**src/rtl/accumulator.sv**
```systemverilog
// accumulator: running-sum stage built around an Adder instance.
//
// Operands arrive on a valid/ready handshake and are added to the stored
// total. Each accepted sum is folded back into the total. The stage also keeps
// a sticky carry-out and a saturating count of accepted terms. When the operand
// flagged last has been absorbed, the result is held on a second valid/ready
// handshake until the consumer takes it.
//
// Optional feature macro: ACCUMULATOR_SATURATE_EN
//   defined   - an accepted addition that carries out clamps total to all-ones
//   undefined - total wraps modulo 2^BITS (default build)
//
// Parameters:
//   BITS        operand / total width (passed to Adder)
//   COUNT_BITS  width of the accepted-term counter
//
// Ports:
//   i_clock    clock, rising edge
//   i_reset    asynchronous active-high reset
//   i_clear    synchronous clear of total/carry/count, back to accumulate
//   i_valid    operand valid
//   o_ready    operand ready (state-decoded)
//   i_operand  unsigned operand
//   i_last     final operand of a sequence, sampled on accept
//   o_valid    result valid (state-decoded)
//   i_ready    result consumer ready
//   o_total    running or final total
//   o_carry    sticky adder carry-out
//   o_count    number of operands accepted in the current sequence
//
// The file also holds the Adder leaf so the stage is self-contained.

module Adder #(
    parameter int unsigned BITS = 4
) (
    input  logic [BITS-1:0] i_augend,
    input  logic [BITS-1:0] i_addend,
    output logic [BITS-1:0] o_sum,
    output logic            o_carry
);

    assign {o_carry, o_sum} = {1'b0, i_augend} + {1'b0, i_addend};

endmodule

module accumulator #(
    parameter int unsigned BITS       = 4,
    parameter int unsigned COUNT_BITS = 4
) (
    input  logic                  i_clock,
    input  logic                  i_reset,
    input  logic                  i_clear,
    input  logic                  i_valid,
    output logic                  o_ready,
    input  logic [BITS-1:0]       i_operand,
    input  logic                  i_last,
    output logic                  o_valid,
    input  logic                  i_ready,
    output logic [BITS-1:0]       o_total,
    output logic                  o_carry,
    output logic [COUNT_BITS-1:0] o_count
);

    typedef enum logic {
        StAccumulate = 1'b0,
        StHold       = 1'b1
    } state_e;

    localparam logic [COUNT_BITS-1:0] CountMax = {COUNT_BITS{1'b1}};

    state_e                state_q, state_d;
    logic [BITS-1:0]       total_q, total_d;
    logic                  carry_q, carry_d;
    logic [COUNT_BITS-1:0] count_q, count_d;

    logic [BITS-1:0] sum;
    logic            sum_carry;
    logic            accept;

    Adder #(
        .BITS (BITS)
    ) u_adder (
        .i_augend (total_q),
        .i_addend (i_operand),
        .o_sum    (sum),
        .o_carry  (sum_carry)
    );

    // Handshake outputs come from the state register only.
    assign o_ready = (state_q == StAccumulate);
    assign o_valid = (state_q == StHold);
    assign accept  = i_valid && o_ready;

    always_comb begin
        state_d = state_q;
        total_d = total_q;
        carry_d = carry_q;
        count_d = count_q;

        if (i_clear) begin
            // Clear overrides any concurrent operand or result handshake.
            state_d = StAccumulate;
            total_d = '0;
            carry_d = 1'b0;
            count_d = '0;
        end else begin
            unique case (state_q)
                StAccumulate: begin
                    if (accept) begin
`ifdef ACCUMULATOR_SATURATE_EN
                        // Once clamped, later adds of nonzero carry out again,
                        // and adds of zero leave all-ones, so the clamp holds.
                        total_d = sum_carry ? {BITS{1'b1}} : sum;
`else
                        total_d = sum;
`endif
                        carry_d = carry_q | sum_carry;
                        count_d = (count_q == CountMax) ? count_q : count_q + 1'b1;
                        if (i_last) begin
                            state_d = StHold;
                        end
                    end
                end
                StHold: begin
                    if (i_ready) begin
                        state_d = StAccumulate;
                        total_d = '0;
                        carry_d = 1'b0;
                        count_d = '0;
                    end
                end
                default: begin
                    state_d = StAccumulate;
                end
            endcase
        end
    end

    always_ff @(posedge i_clock or posedge i_reset) begin
        if (i_reset) begin
            state_q <= StAccumulate;
            total_q <= '0;
            carry_q <= 1'b0;
            count_q <= '0;
        end else begin
            state_q <= state_d;
            total_q <= total_d;
            carry_q <= carry_d;
            count_q <= count_d;
        end
    end

    assign o_total = total_q;
    assign o_carry = carry_q;
    assign o_count = count_q;

endmodule
```
**config.mk**
```make
export PLATFORM = sky130hd
export DESIGN_NAME = accumulator
export DESIGN_NICKNAME = d
export VERILOG_FILES = /design/src/rtl/accumulator.sv
export SDC_FILE = /design/constraint.sdc
export NUM_CORES = 1
export LEC_CHECK = 0
export CORE_ASPECT_RATIO = 1.2
export CORE_MARGIN = 3
export CORE_UTILIZATION = 35
export CTS_BUF_LIST = sky130_fd_sc_hd__clkbuf_8
export CTS_CLUSTER_DIAMETER = 200
export DETAILED_ROUTE_END_ITERATION = 7
export PLACE_DENSITY = 0.64
export SYNTH_ARGS = -nofsm -noshare
export SYNTH_HDL_FRONTEND = slang
export SYNTH_SLANG_ARGS = --single-unit
```
**constraint.sdc**
```tcl
create_clock -name i_clock -period 2.16 [get_ports i_clock]
set_clock_uncertainty 0.2 [all_clocks]
set_input_delay 0.432 -clock i_clock [delete_from_list [all_inputs] [get_ports i_clock]]
set_output_delay 0.432 -clock i_clock [all_outputs]
set_load 0.05 [all_outputs]
```
==> metrics <==
run status=finished, final reports clean; number of fill cells in the layout=173; post-CTS resize count=0; kind of cell adding the most delay to the critical path=buffers and inverters; detail-routed net length per standard cell=13.3 µm; ratio of cells with drive above 1 in the final layout=20.7%; initial drt markers=7; number of synthesized flops with an enable pin=0; worst-skew pair later-pin latency=0.23 ns; number of buffers added by the clock tree synthesis step=3; power density over the cells=632 nW/µm²; area inside the core boundary=approximately 1700 µm²; category of the most critical setup path=flip-flop to primary output; dominant register cell in the synthesized netlist=sky130_fd_sc_hd__dfrtp_1; sequential share of power=roughly 37%; first-pass GRT wire length=2490 µm; most common cell after layout, fill and taps aside=sky130_fd_sc_hd__buf_4; Internal=394 µW; fraction of the mapped netlist area in compound gates=23.1%; Clock H-tree levels=1; maximum clock rate=0.492 GHz; CTS tree=yes; required time of the critical path=1.53 ns; count of hold buffers inserted by post-cts repair=0; Cells after Synth=67; Post-Syn Nets=83; antenna cell count=0; post-synthesis share of cell area spent on xor and xnor gates=1.34%; antenna violations before repair=0; static leakage=0.433 nW; min setup slack post-route=0.128 ns; global placement routability congestion=0.770; half-perimeter wire length after detailed placement=1190 µm; Gate power share=30.2%; DR vias/cell=~5.4; mux contribution to synthesized area=1.53%; count of port buffers added during placement=20; CP max stage delay=roughly 0.8 ns; area delta synth->final=39.8%; post-synthesis instance area=around 650 µm²; Total Negative Setup Slacks=0 ns; routed wire length=1460 µm; Seq/Total Area, Yosys=38.2%; number of placed instances, taps included=107; count of boundary I/O pins=21; Final Hold Slack=0.283 ns; period utilisation layout=94.1%; dominant combinational cell family by area after synthesis=compound AO/OA/AOI/OAI gates; postcts setup bufs=0; Syn. warnings=0; area of the die=roughly 2400 µm²; cell-by-cell trace of the critical path=clkdlybuf4s50_1; top area cells in the synthesized netlist=sky130_fd_sc_hd__dfrtp_1, sky130_fd_sc_hd__ha_1, sky130_fd_sc_hd__nand3_1; Clock Pin Slew Worst Setup and Hold Paths=0.05 ns; slew at the pin with the worst max-slew slack=0.490 ns; initial cell density of the core=38.5%; maximum number of pins on one net before global-route repair=13; count of final setup violators=0; ys async rst share=100%; Final Instance Count excl. Fillers=110; share of power burned in the clock network=roughly 33%; DIE HEIGHT=53.4 µm; DRT antenna net count=0; Root Buffer=sky130_fd_sc_hd__clkbuf_8; switching portion of total power=31.9%; startpoint type of the worst setup path=flip-flop; Final Max Slew Viols=0; library cell occupying the most area in the post-synthesis netlist=sky130_fd_sc_hd__dfrtp_1; net switching power figure=185 µW; max-cap violations=0; Crit Path Max Fanout=3; proportion of netlist area held by the largest area contributor=38.2%; clock net sink count=10; final number of hold-violating endpoints=0; average cell area after synthesis=slightly below 10 µm²; worst rel slew slack=67.2%; WP buf/inv=1; maximum buffer depth of the clock tree=2; post-layout min period=2.03 ns; setup repair after global routing missed its margin=false; crit path DAT=between 1 and 1.5 ns; final core utilization=53.8%; DRC violations left=0; worst IR drop on VDD=~380 µV; Final Net Count=110; Simple-Gate Fraction of Synth Area=15.3%; highest-count cells in the layout ignoring fill and taps=sky130_fd_sc_hd__buf_4, sky130_fd_sc_hd__clkdlybuf4s50_1, sky130_fd_sc_hd__dfrtp_1, sky130_fd_sc_hd__inv_1, sky130_fd_sc_hd__nand3_1; class of the worst hold path=primary input to async pin; post-synth cell types=30; row cnt=16; remaining global-route overflow=0; horizontal extent of the die=45.5 µm; vias in the first global route=570; total via count after detailed routing=between 500 and 600; register bit total from synthesis=10; post-synthesis adder-cell area fraction=approximately an eighth; Setup crit end kind=primary output; Critical Path Slowest Stage Cell=sky130_fd_sc_hd__clkdlybuf4s50_1; Global Route Usage Sum=about 14%; first-pass detailed-route iteration total=4; Post-Place Worst Slack=-0.130 ns
-- cells by family (layout without fill, tap and decap cells) --
family,count (synthesis),after routing
XOR/XNOR,1,1
buffers and inverters,11,36
AO/OA/AOI/OAI,20,20
AND/OR/NAND/NOR,18,18
adder cells (fa/ha/maj),6,6
flip-flops,10,10
multiplexers,1,1
-- synthesized netlist by cell type (2+ instances only) --
library cell               number
sky130_fd_sc_hd__a21oi_1        4
sky130_fd_sc_hd__nand2b_1       2
sky130_fd_sc_hd__nor2_1         3
sky130_fd_sc_hd__inv_1          8
sky130_fd_sc_hd__dfrtp_1       10
sky130_fd_sc_hd__o41ai_1        3
sky130_fd_sc_hd__nor2b_1        2
sky130_fd_sc_hd__ha_1           5
sky130_fd_sc_hd__nand3_1        6
sky130_fd_sc_hd__nand2_1        2
sky130_fd_sc_hd__buf_2          2
sky130_fd_sc_hd__a21boi_0       2
-- flip-flops by register name, indices dropped and copies added (netlist names) --
signal and flops:
o_total 4, o_carry 1, o_valid 1, o_count 4
-- layer usage --
metal  share of wire (%)  wire, µm  vias up  global-route usage, %
met1                  43       628      281                   17.6
met4                0.55         8        0                   4.39
met3                 5.8        85        2                   4.08
met2                  51       741       16                   23.7
li1                    -         -      297                      -
met5                   0         0        -                      0
-- cell type report --
| type | count | area [µm²] | area share [%] |
|---|---|---|---|
| sequential | 10 | 250 | 27.4 |
| multi-input combinational | 46 | 353 | 38.6 |
| clock buffer | 3 | 41.3 | 4.51 |
| timing repair buffer | 25 | 218 | 23.8 |
| inverter | 8 | 30.0 | 3.28 |
| tap | 18 | 22.5 | 2.46 |
-- power groups by stage --
stage          Clock [mW]  Combinational (mW)  Sequential (mW)
2_1_floorplan           0              0.0710            0.258
3_3_place_gp            0               0.174            0.218
3_5_place_dp            0               0.175            0.219
4_1_cts             0.193               0.177            0.216
5_1_grt             0.205               0.192            0.218
6_report            0.188               0.175            0.216
-- worst paths after layout --
path | start | to | slack, ns | depth (start not counted)
setup / recovery | o_total[2] | o_total[2] | 0.13 | 1
hold / removal | i_reset | o_total[2] | 0.28 | 2
setup reg to reg | o_total[0] | o_carry | 0.41 | 6
hold reg to reg | o_carry | o_carry | 0.29 | 1
max in group asynchronous | i_reset | o_carry | 1.20 | 2
min in group i_clock | o_carry | o_carry | 0.29 | 1
-- stage by stage --
| stage | total power [mW] | instance area, µm² |
|---|---|---|
| 6_report | 0.578 | 915 |
| 2_1_floorplan | 0.329 | 654 |
| 3_5_place_dp | 0.394 | 873 |
| 4_1_cts | 0.586 | 915 |
| 3_3_place_gp | 0.393 | 873 |
| 5_1_grt | 0.616 | 915 |
No activity file was read; power rests on OpenSTA's default activity.
